--- src/rtl/elbeth_pkg.sv ---
// Shared opcode constants, select encodings and the decode record for the
// Elbeth pipeline control unit.
package elbeth_pkg;

    localparam logic [6:0] OPC_LUI    = 7'b0110111;
    localparam logic [6:0] OPC_AUIPC  = 7'b0010111;
    localparam logic [6:0] OPC_JAL    = 7'b1101111;
    localparam logic [6:0] OPC_JALR   = 7'b1100111;
    localparam logic [6:0] OPC_BRANCH = 7'b1100011;
    localparam logic [6:0] OPC_LOAD   = 7'b0000011;
    localparam logic [6:0] OPC_STORE  = 7'b0100011;
    localparam logic [6:0] OPC_OP_IMM = 7'b0010011;
    localparam logic [6:0] OPC_OP     = 7'b0110011;

    typedef enum logic [1:0] {
        PC_PLUS4     = 2'b00,
        PC_BRANCH    = 2'b01,
        PC_JALR      = 2'b10,
        PC_EXCEPTION = 2'b11
    } pc_sel_e;

    typedef enum logic [1:0] {
        ALU_A_RS1  = 2'b00,
        ALU_A_PC   = 2'b01,
        ALU_A_ZERO = 2'b10
    } alu_a_sel_e;

    typedef enum logic [1:0] {
        ALU_B_RS2  = 2'b00,
        ALU_B_IMM  = 2'b01,
        ALU_B_FOUR = 2'b10
    } alu_b_sel_e;

    // Control-flow flags ride along with the visible fields so the PC select
    // can be derived from the registered ID instruction.
    typedef struct packed {
        alu_a_sel_e alu_a;
        alu_b_sel_e alu_b;
        logic       reg_w;
        logic       data_w_reg_select;
        logic       mem_en;
        logic       mem_rw;
        logic       data_sign_mem;
        logic       is_jal;
        logic       is_jalr;
        logic       is_branch;
    } decode_t;

    localparam decode_t DECODE_NOP = '0;

endpackage

--- src/rtl/elbeth_decoder.sv ---
// Combinational instruction decoder: maps opcode/funct3 of the IF instruction
// onto the ID control fields. Unknown, SYSTEM and FENCE decode as NOP.
module elbeth_decoder
    import elbeth_pkg::*;
(
    input  logic [6:0] i_opcode,
    input  logic [2:0] i_funct3,
    output decode_t    o_dec
);

    // Only funct3[2] (unsigned-load flag) affects control.
    logic w_unused_funct3;
    assign w_unused_funct3 = ^i_funct3[1:0];

    always_comb begin
        // NOTE: every field gets a default before the case so no latch is inferred.
        o_dec = DECODE_NOP;
        case (i_opcode)
            OPC_LUI: begin
                o_dec.alu_a = ALU_A_ZERO;
                o_dec.alu_b = ALU_B_IMM;
                o_dec.reg_w = 1'b1;
            end
            OPC_AUIPC: begin
                o_dec.alu_a = ALU_A_PC;
                o_dec.alu_b = ALU_B_IMM;
                o_dec.reg_w = 1'b1;
            end
            OPC_JAL, OPC_JALR: begin
                o_dec.alu_a   = ALU_A_PC;
                o_dec.alu_b   = ALU_B_FOUR;
                o_dec.reg_w   = 1'b1;
                o_dec.is_jal  = (i_opcode == OPC_JAL);
                o_dec.is_jalr = (i_opcode == OPC_JALR);
            end
            OPC_OP: begin
                o_dec.reg_w = 1'b1;
            end
            OPC_OP_IMM: begin
                o_dec.alu_b = ALU_B_IMM;
                o_dec.reg_w = 1'b1;
            end
            OPC_LOAD: begin
                o_dec.alu_b             = ALU_B_IMM;
                o_dec.reg_w             = 1'b1;
                o_dec.data_w_reg_select = 1'b1;
                o_dec.mem_en            = 1'b1;
                o_dec.data_sign_mem     = ~i_funct3[2];
            end
            OPC_STORE: begin
                o_dec.alu_b  = ALU_B_IMM;
                o_dec.mem_en = 1'b1;
                o_dec.mem_rw = 1'b1;
            end
            OPC_BRANCH: begin
                o_dec.is_branch = 1'b1;
            end
            default: ;
        endcase
    end

endmodule

--- src/rtl/elbeth_control_unit.sv ---
// Elbeth pipeline control: registered ID decode plus stall/flush/PC-select logic.
// Define ELBETH_FORWARD_EN to forward operands instead of interlocking on matches.
module elbeth_control_unit
    import elbeth_pkg::*;
(
    input  logic       clk,
    input  logic       rst,
    input  logic [6:0] if_opcode,
    input  logic [2:0] if_funct3,
    input  logic       if_imem_ready,
    input  logic       if_imem_en,
    input  logic       id_match_forward_rs1,
    input  logic       id_match_forward_rs2,
    input  logic       id_branch_taken,
    input  logic       exs_dmem_ready,
    input  logic       exs_dmem_en,
    input  logic       exs_exception,
    output logic       if_stall,
    output logic       id_stall,
    output logic       if_flush,
    output logic       id_flush,
    output logic [1:0] id_pc_select,
    output logic       id_select_rs1,
    output logic       id_select_rs2,
    output logic [1:0] id_alu_port_a_select,
    output logic [1:0] id_alu_port_b_select,
    output logic       id_data_w_reg_select,
    output logic       id_reg_w,
    output logic       id_mem_en,
    output logic       id_mem_rw,
    output logic       id_data_sign_mem
);

    decode_t w_dec;
    decode_t r_id;
    pc_sel_e w_pc_select;
    logic    w_dmem_stall;
    logic    w_hazard_stall;

    elbeth_decoder u_decoder (
        .i_opcode (if_opcode),
        .i_funct3 (if_funct3),
        .o_dec    (w_dec)
    );

`ifdef ELBETH_FORWARD_EN
    assign id_select_rs1  = id_match_forward_rs1;
    assign id_select_rs2  = id_match_forward_rs2;
    assign w_hazard_stall = 1'b0;
`else
    assign id_select_rs1  = 1'b0;
    assign id_select_rs2  = 1'b0;
    assign w_hazard_stall = id_match_forward_rs1 | id_match_forward_rs2;
`endif

    assign w_dmem_stall = exs_dmem_en & ~exs_dmem_ready;
    assign id_stall     = w_dmem_stall | w_hazard_stall;
    assign if_stall     = (if_imem_en & ~if_imem_ready) | id_stall;

    always_comb begin
        w_pc_select = PC_PLUS4;
        if (exs_exception)
            w_pc_select = PC_EXCEPTION;
        else if (r_id.is_jal || (r_id.is_branch && id_branch_taken))
            w_pc_select = PC_BRANCH;
        else if (r_id.is_jalr)
            w_pc_select = PC_JALR;
    end

    // Flushes are never masked by stalls; the ID register simply holds.
    assign id_pc_select = w_pc_select;
    assign if_flush     = (w_pc_select != PC_PLUS4);
    assign id_flush     = exs_exception;

    always_ff @(posedge clk or negedge rst) begin
        // NOTE: sequential state uses non-blocking assignments only.
        if (!rst)
            r_id <= DECODE_NOP;
        else if (!id_stall)
            r_id <= (id_flush || if_flush) ? DECODE_NOP : w_dec;
    end

    assign id_alu_port_a_select = r_id.alu_a;
    assign id_alu_port_b_select = r_id.alu_b;
    assign id_reg_w             = r_id.reg_w;
    assign id_data_w_reg_select = r_id.data_w_reg_select;
    assign id_mem_en            = r_id.mem_en;
    assign id_mem_rw            = r_id.mem_rw;
    assign id_data_sign_mem     = r_id.data_sign_mem;

endmodule

--- config.mk ---
export PLATFORM = sky130hd
export DESIGN_NAME = elbeth_control_unit
export DESIGN_NICKNAME = d
export VERILOG_FILES = /design/src/rtl/elbeth_pkg.sv /design/src/rtl/elbeth_decoder.sv /design/src/rtl/elbeth_control_unit.sv
export SDC_FILE = /design/constraint.sdc
export NUM_CORES = 1
export LEC_CHECK = 0
export BUFFER_PORTS_ARGS = -buffer_cell sky130_fd_sc_hd__buf_2
export CORE_AREA = 3 3 43 49
export DETAILED_ROUTE_END_ITERATION = 8
export DIE_AREA = 0 0 46 52
export PLACE_DENSITY = 0.71
export RECOVER_POWER = 25
export SLEW_MARGIN = 20
export SYNTH_ARGS = -nofsm -noshare
export SYNTH_HDL_FRONTEND = slang
export SYNTH_SLANG_ARGS = --single-unit
export TNS_END_PERCENT = 50
--- constraint.sdc ---
create_clock -name clk -period 2.1 [get_ports clk]
set_input_delay 0.105 -clock clk [delete_from_list [all_inputs] [get_ports clk]]
set_output_delay 0.105 -clock clk [all_outputs]
set_load 0.01 [all_outputs]
==> results.sh, run 1 <==
export IMPL_drt_total_wl_um=1507
export IMPL_antenna_diode_count=0
export IMPL_io_pins=37
export IMPL_synthTopCellsByArea="dfrtp_1, buf_4, nand2_1, o21ai_0, a21o_1"
export IMPL_die_x_um=46
export IMPL_syn_cell_area_um2=674.4
export IMPL_cts_tree="yes"
export IMPL_min_delay_path_class="input port to flip-flop"
export IMPL_placementRows=16
export IMPL_synth_seq_area_share_pct=44.53
export IMPL_cts_root_buf="clkbuf_4"
export IMPL_post_dp_hpwl_um=1199
export IMPL_wl_per_cell_um=12.35
export IMPL_final_cell_mix="buf_2, dfrtp_1, nand2_1"
export IMPL_crit_type="flip-flop to flip-flop"
export IMPL_synth_top_area_share_pct=44.53
export IMPL_grt_usage_pct=14.50
export IMPL_synth_top_flop_cell="dfrtp_1"
export IMPL_synth_edf_count=0
export IMPL_final_area_um2=870.8
export IMPL_grt_pass1_wl_um=2490
export IMPL_syn_inst=72
export IMPL_detail_route_vias_per_cell=5.082
export IMPL_hold_viol=0
export IMPL_vias=620
export IMPL_clock_sinks=12
export IMPL_drive_gt1_share_pct=42.31
export IMPL_synth_top_area_cell="dfrtp_1"
export IMPL_path_max_fanout=4
export IMPL_dr_pass1_iters=4
export IMPL_grt_overflow_total=0
export IMPL_yosys_warnings=0
export IMPL_setup_tns_ns=0
export IMPL_syn_area_per_cell_um2=9.367
export IMPL_drcViolationCount=0
export IMPL_io_buffers=32
export IMPL_worstSetupStartpointType="flip-flop"
export IMPL_ys_seq_elements=12
export IMPL_p_per_area_nw_per_um2=552.4
export IMPL_total_power_w=0.0004810
export IMPL_clock_latency_ns=0.27
export IMPL_layout_worst_path_cycle_share_pct=96.06
export IMPL_cts_resized=0
export IMPL_fin_nets=125
export IMPL_die_area_um2=2392
export IMPL_max_freq_ghz=0.4957
export IMPL_gp_congestion=0.8068
export IMPL_area_growth_pct=29.13
export IMPL_r2r_slack_ns=0.08
export IMPL_core_um2=1722
export IMPL_postRouteAntennaNets=0
export IMPL_clk_pin_slew_ns=0.07
export IMPL_final_util_pct=50.58
export IMPL_drt_iter0_drc=7
export IMPL_period_minus_slack_ns=2.017
export IMPL_ir_drop_mv=0.3850
export IMPL_grt_pass1_vias=561
export IMPL_crit_required_ns=2.28
export IMPL_tightest_slew_ns=0.6440
export IMPL_cts_buffers=3
export IMPL_rsz0062_at_grt="no"
export IMPL_maxCapViolations=0
export IMPL_layout_commonest_cell="buf_2"
export IMPL_antenna_found_initial=0
export IMPL_cts_path_max_buffers=2
export IMPL_relSlewSlack_pct=57.07
export IMPL_start_util_pct=39.17
export IMPL_critPathArrivalTime_ns=2.20
export IMPL_p_leak_nw=0.4859
export IMPL_synth_cell_types=28
export IMPL_die_h_um=52
export IMPL_fin_skew_ns=0.004906
export IMPL_finalSetupViolations=0
export IMPL_htreeDepth=1
export IMPL_postPlaceCellArea_um2=819.5
export IMPL_status="finished clean"
export IMPL_critPathCaptureType="flip-flop"
export IMPL_maxSlewViolCount=0
export IMPL_hold_slack_ns=0.01777
export IMPL_grt_max_degree=15
export IMPL_synth_async_reset_ratio_pct=100.0
==> metrics by stage <==
stage / setup slack, ns / std cells
finish: 0.08275 / 122
global route: 0.008953 / 122
CTS: 0.03963 / 121
detailed placement: 0.05299 / 116
global placement: 0.1191 / 116
floorplan: 0.08416 / 73
==> state kept, by name, indices dropped and copies added (netlist names) <==
signal and flops:
id_data_w_reg_select 1, id_mem_rw 1, id_alu_port_a_select 2, r_id 3, id_alu_port_b_select 2, id_data_sign_mem 1, id_reg_w 1, id_mem_en 1
==> layer usage <==
metal	share of wire, %	global-route usage, %	vias up
li1	-	-	311
met1	43	19.57	278
met2	46	20.41	27
met3	8.2	3.460	4
met4	2.2	8.531	0
met5	0	0	-
==> final cells by class <==
type	instances	area, um^2
Timing Repair Buffer	37	197.7
Clock buffer	4	36.28
Sequential cell	12	300.3
Tap cell	18	22.52
Multi-Input combinational cell	47	299.0
Fill cell	176	850.8
Inverter	4	15.01
==> worst max-delay path, stage by stage (launching register included) <==
cell and delay, ns:
dfrtp_1 0.41, a2111o_1 0.43, or3_4 0.39, or4b_4 0.52, o31ai_2 0.18
==> where the power goes <==
group | internal, W | leakage [nW] | switching [W] | total [W]
Clock | 0.000105 | 0.0210 | 0.0000710 | 0.000176
Sequential | 0.000233 | 0.167 | 0.00000130 | 0.000234
Combinational | 0.0000308 | 0.298 | 0.0000396 | 0.0000704
Total | 0.000369 | 0.486 | 0.000112 | 0.000481
==> logic make-up after synthesis <==
family	count (synthesis)	synth area share, %
simple gates	27	22.63
compound gates	17	19.11
buf+inv	14	11.69
flops	12	44.53
mux	1	1.484
other cells	1	0.5561
==> Yosys cell counts (all sizes together), types with 2 or more instances <==
cell and n:
inv 4, nand3b 2, nor2 3, o21ai 5
dfrtp 12, buf 7, a21o 3, nand2 11
o31ai 2, a22o 2, nand3 3, clkbuf 3
==> repair_timing <==
action                                  CTS  global route
endpoints found under the hold margin    12             0
endpoints found under the setup margin    0             2
buffers inserted                          0             1
hold buffers                              1             0
==> final timing paths <==
path                                                 to  cells past startpoint                     from
worst max-delay path                   id_data_sign_mem                      4                  r_id[2]
worst min-delay path                   id_data_sign_mem                      2             if_funct3[2]
worst max register to register         id_data_sign_mem                      4                  r_id[2]
worst min register to register  id_alu_port_b_select[1]                      1  id_alu_port_b_select[1]
max in group asynchronous       id_alu_port_a_select[1]                      2                      rst
min in group asynchronous                     id_mem_rw                      2                      rst
Note: power is estimated with default switching activity, not from simulation.
==> run 2, diff against run 1 <==
Settings changed: CORE_AREA 3 3 43 49 to 3 3 41 47, DIE_AREA 0 0 46 52 to 0 0 44 50, PLACE_DENSITY 0.71 to 0.77.
Clock period 2.1 ns to 2.6 ns, I/O delays scaled along.
==> results.sh, run 2 (same netlist as run 1, synthesis figures left out) <==
export IMPL_slowest_stage="or4b_4"
export IMPL_p_per_area_nw_per_um2=463.4
export IMPL_use_met2_pct=25.00
export IMPL_finalSetupViolations=0
export IMPL_relSlewSlack_pct=55.93
export IMPL_p_leak_nw=0.4729
export IMPL_total_power_w=0.0003931
export IMPL_start_util_pct=43.82
export IMPL_crit_type="flip-flop to flip-flop"
export IMPL_grt_max_degree=21
export IMPL_grt_pass1_wl_um=2297
export IMPL_r2r_slack_ns=0.50
export IMPL_cpPeakStageDelay_ns=0.51
export IMPL_placementRows=15
export IMPL_die_area_um2=2200
export IMPL_cts_root_buf="clkbuf_4"
export IMPL_drt_iter0_drc=15
export IMPL_critPathCaptureType="flip-flop"
export IMPL_crit_chain="a2111o_1 -> or3_4 -> or4b_4 -> o31ai_2"
export IMPL_worstSetupPathDepth=4
export IMPL_cts_setup_buffers=0
export IMPL_cts_path_max_buffers=2
export IMPL_fin_skew_ns=0.001003
export IMPL_postRouteAntennaNets=0
export IMPL_cp_num_buf_inv=0
export IMPL_drive_gt1_share_pct=41.58
export IMPL_clock_sinks=12
export IMPL_crit_path_end="id_data_sign_mem"
export IMPL_grt_pass1_vias=551
export IMPL_post_dp_hpwl_um=1152
export IMPL_core_um2=1539
export IMPL_antenna_diode_count=0
export IMPL_worstReg2RegStart="r_id[0]"
export IMPL_fillerInstances=148
export IMPL_dr_pass1_iters=4
export IMPL_ir_drop_mv=0.2074
export IMPL_detail_route_vias_per_cell=5.356
export IMPL_grtUsageMet1_pct=14.51
export IMPL_grt_busiest_layer="met2"
export IMPL_grt_overflow_total=0
export IMPL_die_x_um=44
export IMPL_r2r_end="id_data_sign_mem"
export IMPL_ff2ff_path_depth=4
export IMPL_grtUsageMet3_pct=3.285
export IMPL_status="finished clean"
export IMPL_gp_congestion=0.7190
export IMPL_wl_per_cell_um=12.46
export IMPL_area_growth_pct=25.79
export IMPL_final_cell_mix="buf_2, dfrtp_1, nand2_1, inv_1, o21ai_0"
export IMPL_clk_pin_slew_ns=0.08
export IMPL_drt_total_wl_um=1470
export IMPL_worstSetupStartpointType="flip-flop"
export IMPL_layout_worst_path_cycle_share_pct=80.64
export IMPL_maxSlewViolCount=0
export IMPL_critPathArrivalTime_ns=2.27
export IMPL_final_util_pct=55.12
export IMPL_grt_usage_pct=14.04
export IMPL_fin_cells=118
export IMPL_rsz0062_at_grt="no"
export IMPL_crit_path_start="r_id[0]"
export IMPL_min_delay_path_class="input port to flip-flop"
export IMPL_vias=632
export IMPL_path_max_fanout=4
export IMPL_setup_tns_ns=0
export IMPL_largest_register="r_id"
export IMPL_cts_buffers=3
export IMPL_clock_latency_ns=0.27
export IMPL_tightest_slew_ns=0.6611
export IMPL_io_buffers=32
export IMPL_period_minus_slack_ns=2.097
export IMPL_crit_required_ns=2.78
export IMPL_drcViolationCount=0
export IMPL_maxCapViolations=0
export IMPL_io_pins=37
export IMPL_die_h_um=50
export IMPL_largest_register_ff_count=3
export IMPL_antenna_found_initial=0
export IMPL_cts_tree="yes"
export IMPL_fin_nets=122
export IMPL_dp_cells=113
export IMPL_htreeDepth=1
export IMPL_cp_top_family="simple AND/OR/NAND/NOR gates"
export IMPL_layout_commonest_cell="buf_2"
export IMPL_hold_viol=0
export IMPL_max_freq_ghz=0.4770
==> run 2: cell type report <==
class | count | area [um^2] | area share [%]
clock buffer | 4 | 36.28 | 4.277
tap | 17 | 21.27 | 2.507
inverter | 4 | 15.01 | 1.770
timing repair buffer | 34 | 176.4 | 20.80
sequential | 12 | 300.3 | 35.40
multi-input combinational | 47 | 299.0 | 35.25
==> run 2: what timing repair did <==
item | 4_1_cts | 5_1_grt
hold buffers | 1 | 0
resized for setup | 0 | 0
endpoints found under the hold margin | 12 | 0
setup endpoints to repair | 0 | 0
==> run 2: power breakdown <==
group / switching (W) / leakage [nW] / internal, W / total, W
registers: 0.000000963 / 0.167 / 0.000188 / 0.000189
logic: 0.0000317 / 0.285 / 0.0000240 / 0.0000558
clock network: 0.0000631 / 0.0210 / 0.0000850 / 0.000148
==> run 2: how the worst min path moves through the flow <==
| stage | slack [ns] | cells after the start | to | from |
|---|---|---|---|---|
| 6_report | 0.04 | 2 | id_data_sign_mem | if_funct3[2] |
| 5_1_grt | 0.05 | 2 | id_data_sign_mem | if_funct3[2] |
| 4_1_cts | 0.04 | 2 | id_data_sign_mem | if_funct3[2] |
| 3_5_place_dp | 0.02 | 1 | id_data_w_reg_select | rst |
| 3_3_place_gp | 0.02 | 1 | id_data_sign_mem | rst |
| 2_1_floorplan | -0.17 | 0 | id_alu_port_a_select[0] | rst |
==> run 2: worst register-to-register path, delay by kind of cell (launching register included) <==
family | cells | cell delay (ns)
compound gates | 2 | 0.69
flops | 1 | 0.42
simple gates | 2 | 0.91
==> run 2: stage by stage <==
step	instance area, um^2	worst slack, ns	hold slack [ns]
floorplan	678.2	0.5842	-0.1656
global route	848.3	0.4272	0.04728
detailed placement	803.3	0.5172	0.02148
finish	848.3	0.5034	0.04449
global placement	803.3	0.5764	0.01782
CTS	849.6	0.5005	0.04324
==> run 2: layer usage <==
metal  vias up  part of all wire, %  wire, um
met4         0                  1.4        21
met1       300                   39       568
li1        304                    -         -
met2        26                   53       772
met3         2                  7.3       108
met5         -                    0         0
